<file path="config.mk">
export PLATFORM = sky130hd
export DESIGN_NAME = pckt_rcv_flat
export DESIGN_NICKNAME = d
export VERILOG_FILES = /design/src/rtl/pckt_rcv_if.sv /design/src/rtl/pckt_rcv.sv /design/src/flat_wrapper.sv
export SDC_FILE = /design/constraint.sdc
export NUM_CORES = 1
export LEC_CHECK = 0
export ABC_AREA = 1
export CAP_MARGIN = 20
export CORE_UTILIZATION = 25
export CTS_CLUSTER_SIZE = 10
export DETAILED_ROUTE_END_ITERATION = 8
export GPL_TIMING_DRIVEN = 0
export MAX_ROUTING_LAYER = met4
export PLACE_DENSITY = 0.45
export SYNTH_ARGS = -nofsm -noshare
export SYNTH_HDL_FRONTEND = slang
export SYNTH_SLANG_ARGS = --single-unit
export TNS_END_PERCENT = 50
</file>
<file path="constraint.sdc">
create_clock -name clk -period 5.3 [get_ports clk]
set_input_delay 0.795 -clock clk [delete_from_list [all_inputs] [get_ports clk]]
set_output_delay 0.795 -clock clk [all_outputs]
set_load 0.05 [all_outputs]
</file>
<file path="src/rtl/pckt_rcv_if.sv">
// Differential line inputs and packet status outputs of the packet receiver.
// The master modport is the line/host side; the slave modport is the receiver.
interface pckt_rcv_if;
  logic        Bp;
  logic        Am;
  logic        clr_pckt_rdy;
  logic [15:0] rxdata;
  logic        pckt_rdy;
  logic        crc_err;
  logic        frm_err;

  modport master (
    output Bp, Am, clr_pckt_rdy,
    input  rxdata, pckt_rdy, crc_err, frm_err
  );

  modport slave (
    input  Bp, Am, clr_pckt_rdy,
    output rxdata, pckt_rdy, crc_err, frm_err
  );
endinterface

</file>
<file path="src/rtl/pckt_rcv.sv">
// Differential-line packet receiver: 3-byte packets (data hi, data lo, CRC-8/0x07),
// reporting good packets through pckt_rdy/rxdata and bad ones as error pulses.
module pckt_rcv #(
  parameter int BAUD_DIV = 32,
  parameter int GAP_TO   = 12
) (
  input  logic        clk,
  input  logic        rst,
  pckt_rcv_if.slave   bus
);

  localparam int HALF     = BAUD_DIV / 2;
  localparam int GAP_CLKS = GAP_TO * BAUD_DIV;
  localparam int CW       = $clog2(BAUD_DIV);
  localparam int GW       = $clog2(GAP_CLKS + 1);

  typedef enum logic [1:0] {IDLE, START, DATA, STOP} state_t;

  state_t          state_q, state_d;
  logic [CW-1:0]   cnt_q, cnt_d;
  logic [GW-1:0]   gap_q, gap_d;
  logic [2:0]      bit_q, bit_d;
  logic [1:0]      idx_q, idx_d;
  logic [7:0]      shft_q, shft_d;
  logic [7:0]      byte0_q, byte0_d;
  logic [7:0]      crc_q, crc_d;
  logic [15:0]     rx_q, rx_d;
  logic            rdy_q, rdy_d;
  logic            crce_q, crce_d;
  logic            frme_q, frme_d;
  logic            chk_q, chk_d;
  logic            bp_m_q, bp_s_q, bp_l_q;
  logic            am_m_q, am_s_q;

  logic            line_ok, line_bit, fall, half_hit, baud_hit;
  logic [7:0]      crc_next;

  function automatic logic [7:0] crc8(input logic [7:0] c, input logic [7:0] d);
    logic [7:0] r;
    r = c;
    for (int i = 7; i >= 0; i--) begin
      if (r[7] ^ d[i]) r = {r[6:0], 1'b0} ^ 8'h07;
      else             r = {r[6:0], 1'b0};
    end
    return r;
  endfunction

  // bp_l_q is the previous synchronized Bp, used only for start-edge detection
  always_ff @(posedge clk) begin
    if (rst) begin
      bp_m_q <= 1'b1;
      bp_s_q <= 1'b1;
      bp_l_q <= 1'b1;
      am_m_q <= 1'b0;
      am_s_q <= 1'b0;
    end else begin
      bp_m_q <= bus.Bp;
      bp_s_q <= bp_m_q;
      bp_l_q <= bp_s_q;
      am_m_q <= bus.Am;
      am_s_q <= am_m_q;
    end
  end

  assign line_ok  = bp_s_q ^ am_s_q;
  assign line_bit = bp_s_q;
  assign fall     = bp_l_q & ~bp_s_q;
  assign half_hit = (cnt_q == CW'(HALF - 1));
  assign baud_hit = (cnt_q == CW'(BAUD_DIV - 1));
  assign crc_next = crc8(crc_q, shft_q);

  always_comb begin
    state_d = state_q;
    cnt_d   = cnt_q + 1'b1;
    gap_d   = '0;
    bit_d   = bit_q;
    idx_d   = idx_q;
    shft_d  = shft_q;
    byte0_d = byte0_q;
    crc_d   = crc_q;
    rx_d    = rx_q;
    rdy_d   = rdy_q;
    crce_d  = 1'b0;
    frme_d  = 1'b0;
    chk_d   = 1'b0;

    if (bus.clr_pckt_rdy) rdy_d = 1'b0;

    unique case (state_q)
      IDLE: begin
        cnt_d = '0;
        if (fall) begin
          state_d = START;
        end else if (idx_q != 2'd0) begin
          if (gap_q == GW'(GAP_CLKS - 1)) begin
            frme_d = 1'b1;
            idx_d  = 2'd0;
          end else begin
            gap_d = gap_q + 1'b1;
          end
        end
      end
      START: begin
        if (half_hit) begin
          cnt_d = '0;
          if (!line_ok) begin
            frme_d  = 1'b1;
            idx_d   = 2'd0;
            state_d = IDLE;
          end else if (line_bit) begin
            state_d = IDLE;
          end else begin
            state_d = DATA;
            bit_d   = 3'd0;
            if (idx_q == 2'd0) begin
              rdy_d = 1'b0;
              crc_d = 8'h00;
            end
          end
        end
      end
      DATA: begin
        if (baud_hit) begin
          cnt_d = '0;
          if (!line_ok) begin
            frme_d  = 1'b1;
            idx_d   = 2'd0;
            state_d = IDLE;
          end else begin
            shft_d = {line_bit, shft_q[7:1]};
            bit_d  = bit_q + 3'd1;
            if (bit_q == 3'd7) state_d = STOP;
          end
        end
      end
      STOP: begin
        if (baud_hit) begin
          cnt_d   = '0;
          state_d = IDLE;
          if (!line_ok || !line_bit) begin
            frme_d = 1'b1;
            idx_d  = 2'd0;
          end else begin
            crc_d = crc_next;
            unique case (idx_q)
              2'd0:    begin byte0_d = shft_q;            idx_d = 2'd1; end
              2'd1:    begin rx_d = {byte0_q, shft_q};    idx_d = 2'd2; end
              default: begin chk_d = 1'b1;                idx_d = 2'd0; end
            endcase
          end
        end
      end
      default: state_d = IDLE;
    endcase

    // Verdict on the CRC lands one clock after the last stop bit; a set beats a clear
    if (chk_q) begin
      if (crc_q == 8'h00) rdy_d  = 1'b1;
      else                crce_d = 1'b1;
    end
  end

  always_ff @(posedge clk) begin
    if (rst) begin
      state_q <= IDLE;
      cnt_q   <= '0;
      gap_q   <= '0;
      bit_q   <= 3'd0;
      idx_q   <= 2'd0;
      shft_q  <= 8'h00;
      byte0_q <= 8'h00;
      crc_q   <= 8'h00;
      rx_q    <= 16'h0000;
      rdy_q   <= 1'b0;
      crce_q  <= 1'b0;
      frme_q  <= 1'b0;
      chk_q   <= 1'b0;
    end else begin
      state_q <= state_d;
      cnt_q   <= cnt_d;
      gap_q   <= gap_d;
      bit_q   <= bit_d;
      idx_q   <= idx_d;
      shft_q  <= shft_d;
      byte0_q <= byte0_d;
      crc_q   <= crc_d;
      rx_q    <= rx_d;
      rdy_q   <= rdy_d;
      crce_q  <= crce_d;
      frme_q  <= frme_d;
      chk_q   <= chk_d;
    end
  end

  assign bus.rxdata   = rx_q;
  assign bus.pckt_rdy = rdy_q;
  assign bus.crc_err  = crce_q;
  assign bus.frm_err  = frme_q;

endmodule

</file>
<file path="src/flat_wrapper.sv">
// flat-port wrapper written by rule: the top's interface ports become plain ports
module pckt_rcv_flat 
#(
  parameter int BAUD_DIV = 32,
  parameter int GAP_TO   = 12
)
  (clk, rst, bus_Bp, bus_Am, bus_clr_pckt_rdy, bus_rxdata, bus_pckt_rdy, bus_crc_err, bus_frm_err);
  pckt_rcv_if bus_i ();
  input  logic clk;
  input  logic rst;
  input wire logic [$bits(bus_i.Bp)-1:0] bus_Bp;
  input wire logic [$bits(bus_i.Am)-1:0] bus_Am;
  input wire logic [$bits(bus_i.clr_pckt_rdy)-1:0] bus_clr_pckt_rdy;
  output wire logic [$bits(bus_i.rxdata)-1:0] bus_rxdata;
  output wire logic [$bits(bus_i.pckt_rdy)-1:0] bus_pckt_rdy;
  output wire logic [$bits(bus_i.crc_err)-1:0] bus_crc_err;
  output wire logic [$bits(bus_i.frm_err)-1:0] bus_frm_err;
  assign bus_i.Bp = bus_Bp;
  assign bus_i.Am = bus_Am;
  assign bus_i.clr_pckt_rdy = bus_clr_pckt_rdy;
  assign bus_rxdata = bus_i.rxdata;
  assign bus_pckt_rdy = bus_i.pckt_rdy;
  assign bus_crc_err = bus_i.crc_err;
  assign bus_frm_err = bus_i.frm_err;
  pckt_rcv #(.BAUD_DIV(BAUD_DIV), .GAP_TO(GAP_TO)) u_core (.clk(clk), .rst(rst), .bus(bus_i));
endmodule
</file>
After elaboration in Yosys (flattened, before gate mapping) --
Cells that the tools add are included.
Word-level totals: bits in registers 70, input port bits 5
Operators by class: bitwise logic cells 25, reductions and logical operators 21, add/subtract/negate cells 3, eq/ne operators 21, muxes and demuxes 62
Operator list (number):
- $mux 8 | 6
- $mux 3 | 13
- $mux 2 | 16
- $not 3->3 | 8
- $mux 1 | 18
- $ne 2x1->1 const B | 9
- $pmux 2 s4 | 2
- $pmux 8 s2 | 1
- $pmux 5 s3 | 1
- $reduce_and 6->1 | 2
- $mux 5 | 2
- $add 9x1->9 const B | 1
- $eq 9x9->1 const B | 1
- $xor 1x1->1 | 9
- $logic_not 8->1 | 1
- $reduce_and 4->1 | 2
- $not 1->1 | 7
- $reduce_and 7->1 | 1
- $ne 2x2->1 const B | 3
- $pmux 3 s2 | 1
- $reduce_bool 2->1 | 3
- $reduce_or 2->1 | 3
- $add 5x1->5 const B | 1
- $eq 5x4->1 const B | 1
- other kinds (16) | 20

Depth between registers and ports, before layout --
word-level depth 19, depth in mapped cells 11, gate-level depth less buffers 11

Least setup slack after synthesis --
OpenSTA, ideal clock, no wires.
kind reg2reg, from register u_core.cnt_q[0], to register u_core.crc_q[4], library setup time 0.071 ns, stages on the path, launching flop included 11, slack 3.633 ns, arrival time 1.596 ns, data required time 5.229 ns, path through dfxtp_1 > ha_1 > nand3_1 > inv_1 > ha_1 > nand2_1 > o21ai_2 > nand4_4 > nor2_4 > nand3_1 > a21oi_1
Between the ends: cells in the longest elaborated chain, start to end 3
Ends and longest elaborated chain:
- start: declaration | line pckt_rcv.sv:20 | logic [CW-1:0] cnt_q, cnt_d;
- start signal: assignment | line pckt_rcv.sv:180 | cnt_q <= cnt_d;
- $eq 5x5->1 / $eq 5x4->1 (equally long branches) | line pckt_rcv.sv:69, pckt_rcv.sv:68
- $ne 2x1->1 (no source line)
- $reduce_and 7->1 (no source line) (*)
- end signal: assignment | line pckt_rcv.sv:186 | crc_q <= crc_d;
- end: declaration | line pckt_rcv.sv:26 | logic [7:0] crc_q, crc_d;
Mark *: on every way between the ends. The rest lies on a longest branch, timed or not. A chain may end at the register's enable or synchronous reset.

Final worst setup path --
from register u_core.rdy_q (netlist: u_core.bus.pckt_rdy), to output port bus_pckt_rdy
RTL lines:
- start: declaration | line pckt_rcv.sv:28 | logic rdy_q, rdy_d;
- start signal: assignment | line pckt_rcv.sv:188 | rdy_q <= rdy_d;
- end: declaration | line flat_wrapper.sv:15 | output wire logic [$bits(bus_i.pckt_rdy)-1:0] bus_pckt_rdy;
No word-level cell between the ends.

==> impl_metrics.csv <==
group,metric,value,unit
clocking,cell_at_the_root_of_the_clock_tree,"sky130_fd_sc_hd__clkbuf_16",
floorplanning,die_area,13090,sq um
synth,synth_warnings,0,
clocking,cts_hold_buf,0,
hold_path,hold_path_class,"register to register",
critical_path,cp_data_required_time,4510,ps
critical_path,crit_arrival,1530,ps
grt,grt_pass1_vias,2625,
clocking,clock_tree.htree_level_count,3,
floorplanning,rows,40,
synth,post_synth_instance_area,3159,sq um
floorplanning,core_area,12160,sq um
clocking,clock_latency_late_sink,340,ps
final_layout,layout.cells.most_common_list,"sky130_fd_sc_hd__nor2_1 (74), sky130_fd_sc_hd__nand2_1 (70), sky130_fd_sc_hd__dfxtp_1 (70)",
grt,gr-usage-all-layers,0.1290,
clocking,tritoncts.num_buffers,9,
drt,firstDrtPassIters,4,
clocking,cts.sinks,70,
grt,largest_net_degree_at_the_start_of_global_routing,15,
drt,route.antenna.remaining_nets,0,
final_layout,final_net_count,474,
clocking,cts_tree,"yes",
drt,detail_route.wl_per_cell,11.62,microns
final_layout,filler_cell_count,1311,
placement,dpl.hpwl,5364,microns
drt,routed_wl,7284,microns
final_layout,num_antenna_cells,0,
critical_path,slowest_stage,"sky130_fd_sc_hd__clkdlybuf4s50_1",
power,ir_drop,174.5,uV
synth,syn_avg_cell_area,7.522,sq um
status,run_status,"completed",
drt,route.detailed.drc,0,
critical_path,critical_path_origin,"u_core.bus.pckt_rdy",
power,p_leak,1.646,nW
synth,post_synthesis_net_count,440,
critical_path,critPathMaxFanout,2,
placement,port_buffers,23,
synth,netlist-cell-type-count,32,
timing,finalHoldViolations,0,
clocking,post_cts_resized,0,
clocking,cts.clk_slew.worst_paths,60,ps
floorplanning,die_h,114.4,microns
floorplanning,io_pins,24,
critical_path,highest_cell_delay_on_the_worst_timing_path,820,ps
timing,setup_repair_after_global_routing_missed_its_margin,"false",
timing,tightestPinTransition,506.3,ps
critical_path,timing.setup.critical_path_class,"register to output pin",
final_layout,layout-area-overhead-vs-synth,23.64,%
placement,preCtsSetupSlack,2831,ps
grt,gr-total-overflow,0,
timing,relSlewSlack,0.6614,
placement,gp_congestion,0.8253,
timing,finClkSkew,4.687,ps
grt,grt_first_pass_wirelength,12560,microns
timing,finalWorstPathRequiredPeriod,2321,ps
critical_path,r2r-end,"u_core.crc_q[1]",
job,timing.max_cap.violations,0,
timing,setup_viol,0,
grt,antenna_found_initial,0,
drt,routed-via-count,2701,
timing,drv_slew,0,
critical_path,timing.reg2reg.setup_slack,3310,ps
critical_path,path_cells,"clkdlybuf4s50_1",
timing,period_utilization,0.4379,
critical_path,crit_path_end,"bus_pckt_rdy",
power,total_power_density_per_cell_area,359.5,nW/um^2
floorplanning,start_util,0.2598,
critical_path,startpoint_type,"register",
final_layout,proportion_of_layout_cells_with_a_drive_suffix_above_1,0.08279,
synth,synth-seq-area-share,0.4436,
clocking,cts_post_setup_buffers_inserted,0,
synth,synth-seq-cells,70,
timing,post_route_setup_tns,0,ps
drt,iteration_0_drc_count_of_the_detailed_router,104,
critical_path,critical_path_buf_inv_count,1,
synth,synthesis.instances,420,
timing,achievable-frequency,430.9,MHz
drt,via_per_instance_ratio,4.308,
floorplanning,die_width,114.4,microns
clocking,clockBufferDepth,2,
critical_path,crit_path_end_kind,"output pin",
critical_path,timing.critical_path.depth,1,
timing,finalWorstSetupSlack,2979,ps
critical_path,r2r_cells,10,
critical_path,crit-reg2reg-launch,"u_core.cnt_q[0]",
final_layout,mostFrequentLayoutCell,"sky130_fd_sc_hd__nor2_1",
critical_path,timing.critical_path.max_delay_family,"buffers and inverters",
[kinds of logic (layout without fill, tap and decap cells)]
kind of cell               count (synthesis)  after routing  share of synthesized area
and+or+nand+nor                          189            189                     0.2562
AOI/OAI and AO/OA                         76             76                     0.1279
DFF                                       70             70                     0.4436
buffers and inverters                     55             94                    0.07128
adders and majority gates                 15             15                    0.05941
xor gates and xnor gates                  15             15                    0.04159
[power by group]
part	internal, mW	switching (mW)	total [mW]
combinational	0.0717	0.156	0.228
clock	0.371	0.247	0.617
sequential	0.545	0.0147	0.559
[final cells by class]
class / count / area (sq um) / area share
buffer: 12 / 63.81 / 0.01634
clock buffer: 9 / 225.2 / 0.05766
clock inverter: 7 / 81.33 / 0.02082
inverter: 43 / 161.4 / 0.04132
multi-input combinational: 295 / 1533 / 0.3924
sequential: 70 / 1401 / 0.3587
tap: 168 / 210.2 / 0.05381
timing repair buffer: 23 / 230.2 / 0.05894
[registers in the layout, summed over array words and instances (netlist names), 2 cells and up]
| signal | flops |
|---|---|
| u_core.bus.rxdata | 16 |
| u_core.gap_q | 9 |
| u_core.byte0_q | 8 |
| u_core.crc_q | 8 |
| u_core.shft_q | 8 |
| u_core.cnt_q | 5 |
| u_core.bit_q | 3 |
| u_core.idx_q | 2 |
| u_core.state_q | 2 |
[metal layers]
metal / vias up / track usage / routed length (microns)
met1: 1238 / 0.1639 / 3803
met3: 9 / 0.03653 / 134
li1: 1424 / - / -
met4: 0 / 0.05628 / 128
met5: - / - / 0
met2: 30 / 0.1903 / 3218
[worst min path at each step]
stage / slack [ps] / start / cells past startpoint / end
final: 410 / u_core.bp_m_q / 1 / u_core.bp_s_q
after CTS: 410 / u_core.bp_m_q / 1 / u_core.bp_s_q
after detailed placement: 400 / u_core.bp_m_q / 1 / u_core.bp_s_q
after global placement: 400 / u_core.am_m_q / 2 / u_core.am_s_q
after global routing: 450 / u_core.am_m_q / 2 / u_core.am_s_q
after floorplan: 390 / u_core.am_m_q / 2 / u_core.am_s_q
[synth_stat cells, drive strengths merged]
cell type / number / area share
o22ai: 1 / 0.0020
nor4: 2 / 0.0040
ha: 15 / 0.059
o31ai: 1 / 0.0024
buf: 6 / 0.013
o21a: 1 / 0.0024
nand3: 25 / 0.041
nor3: 6 / 0.0095
nor2: 78 / 0.097
o21ai: 44 / 0.072
xor2: 9 / 0.025
o211a: 1 / 0.0032
o211ai: 1 / 0.0024
nand2: 71 / 0.085
a21oi: 26 / 0.041
or2: 4 / 0.0079
inv: 43 / 0.051
dfxtp: 70 / 0.44
xnor2: 6 / 0.017
a22oi: 1 / 0.0024
nand3b: 1 / 0.0024
nand4: 2 / 0.0087
clkbuf: 6 / 0.0071
[stage by stage]
stage                     std cells  instance area, sq um  power (mW)  hold WS, ps  utilization
after floorplan                 420                  3159      0.7382        388.3            -
after global placement          611                  3600      0.7931        396.7       0.2960
after detailed placement        611                  3600      0.7946        398.3       0.2960
after CTS                       627                  3906       1.421        412.7       0.3212
after global routing            627                  3906       1.482        447.6       0.3212
final                           627                  3906       1.404        412.2       0.3212
No activity file was read; power rests on OpenSTA's default activity.
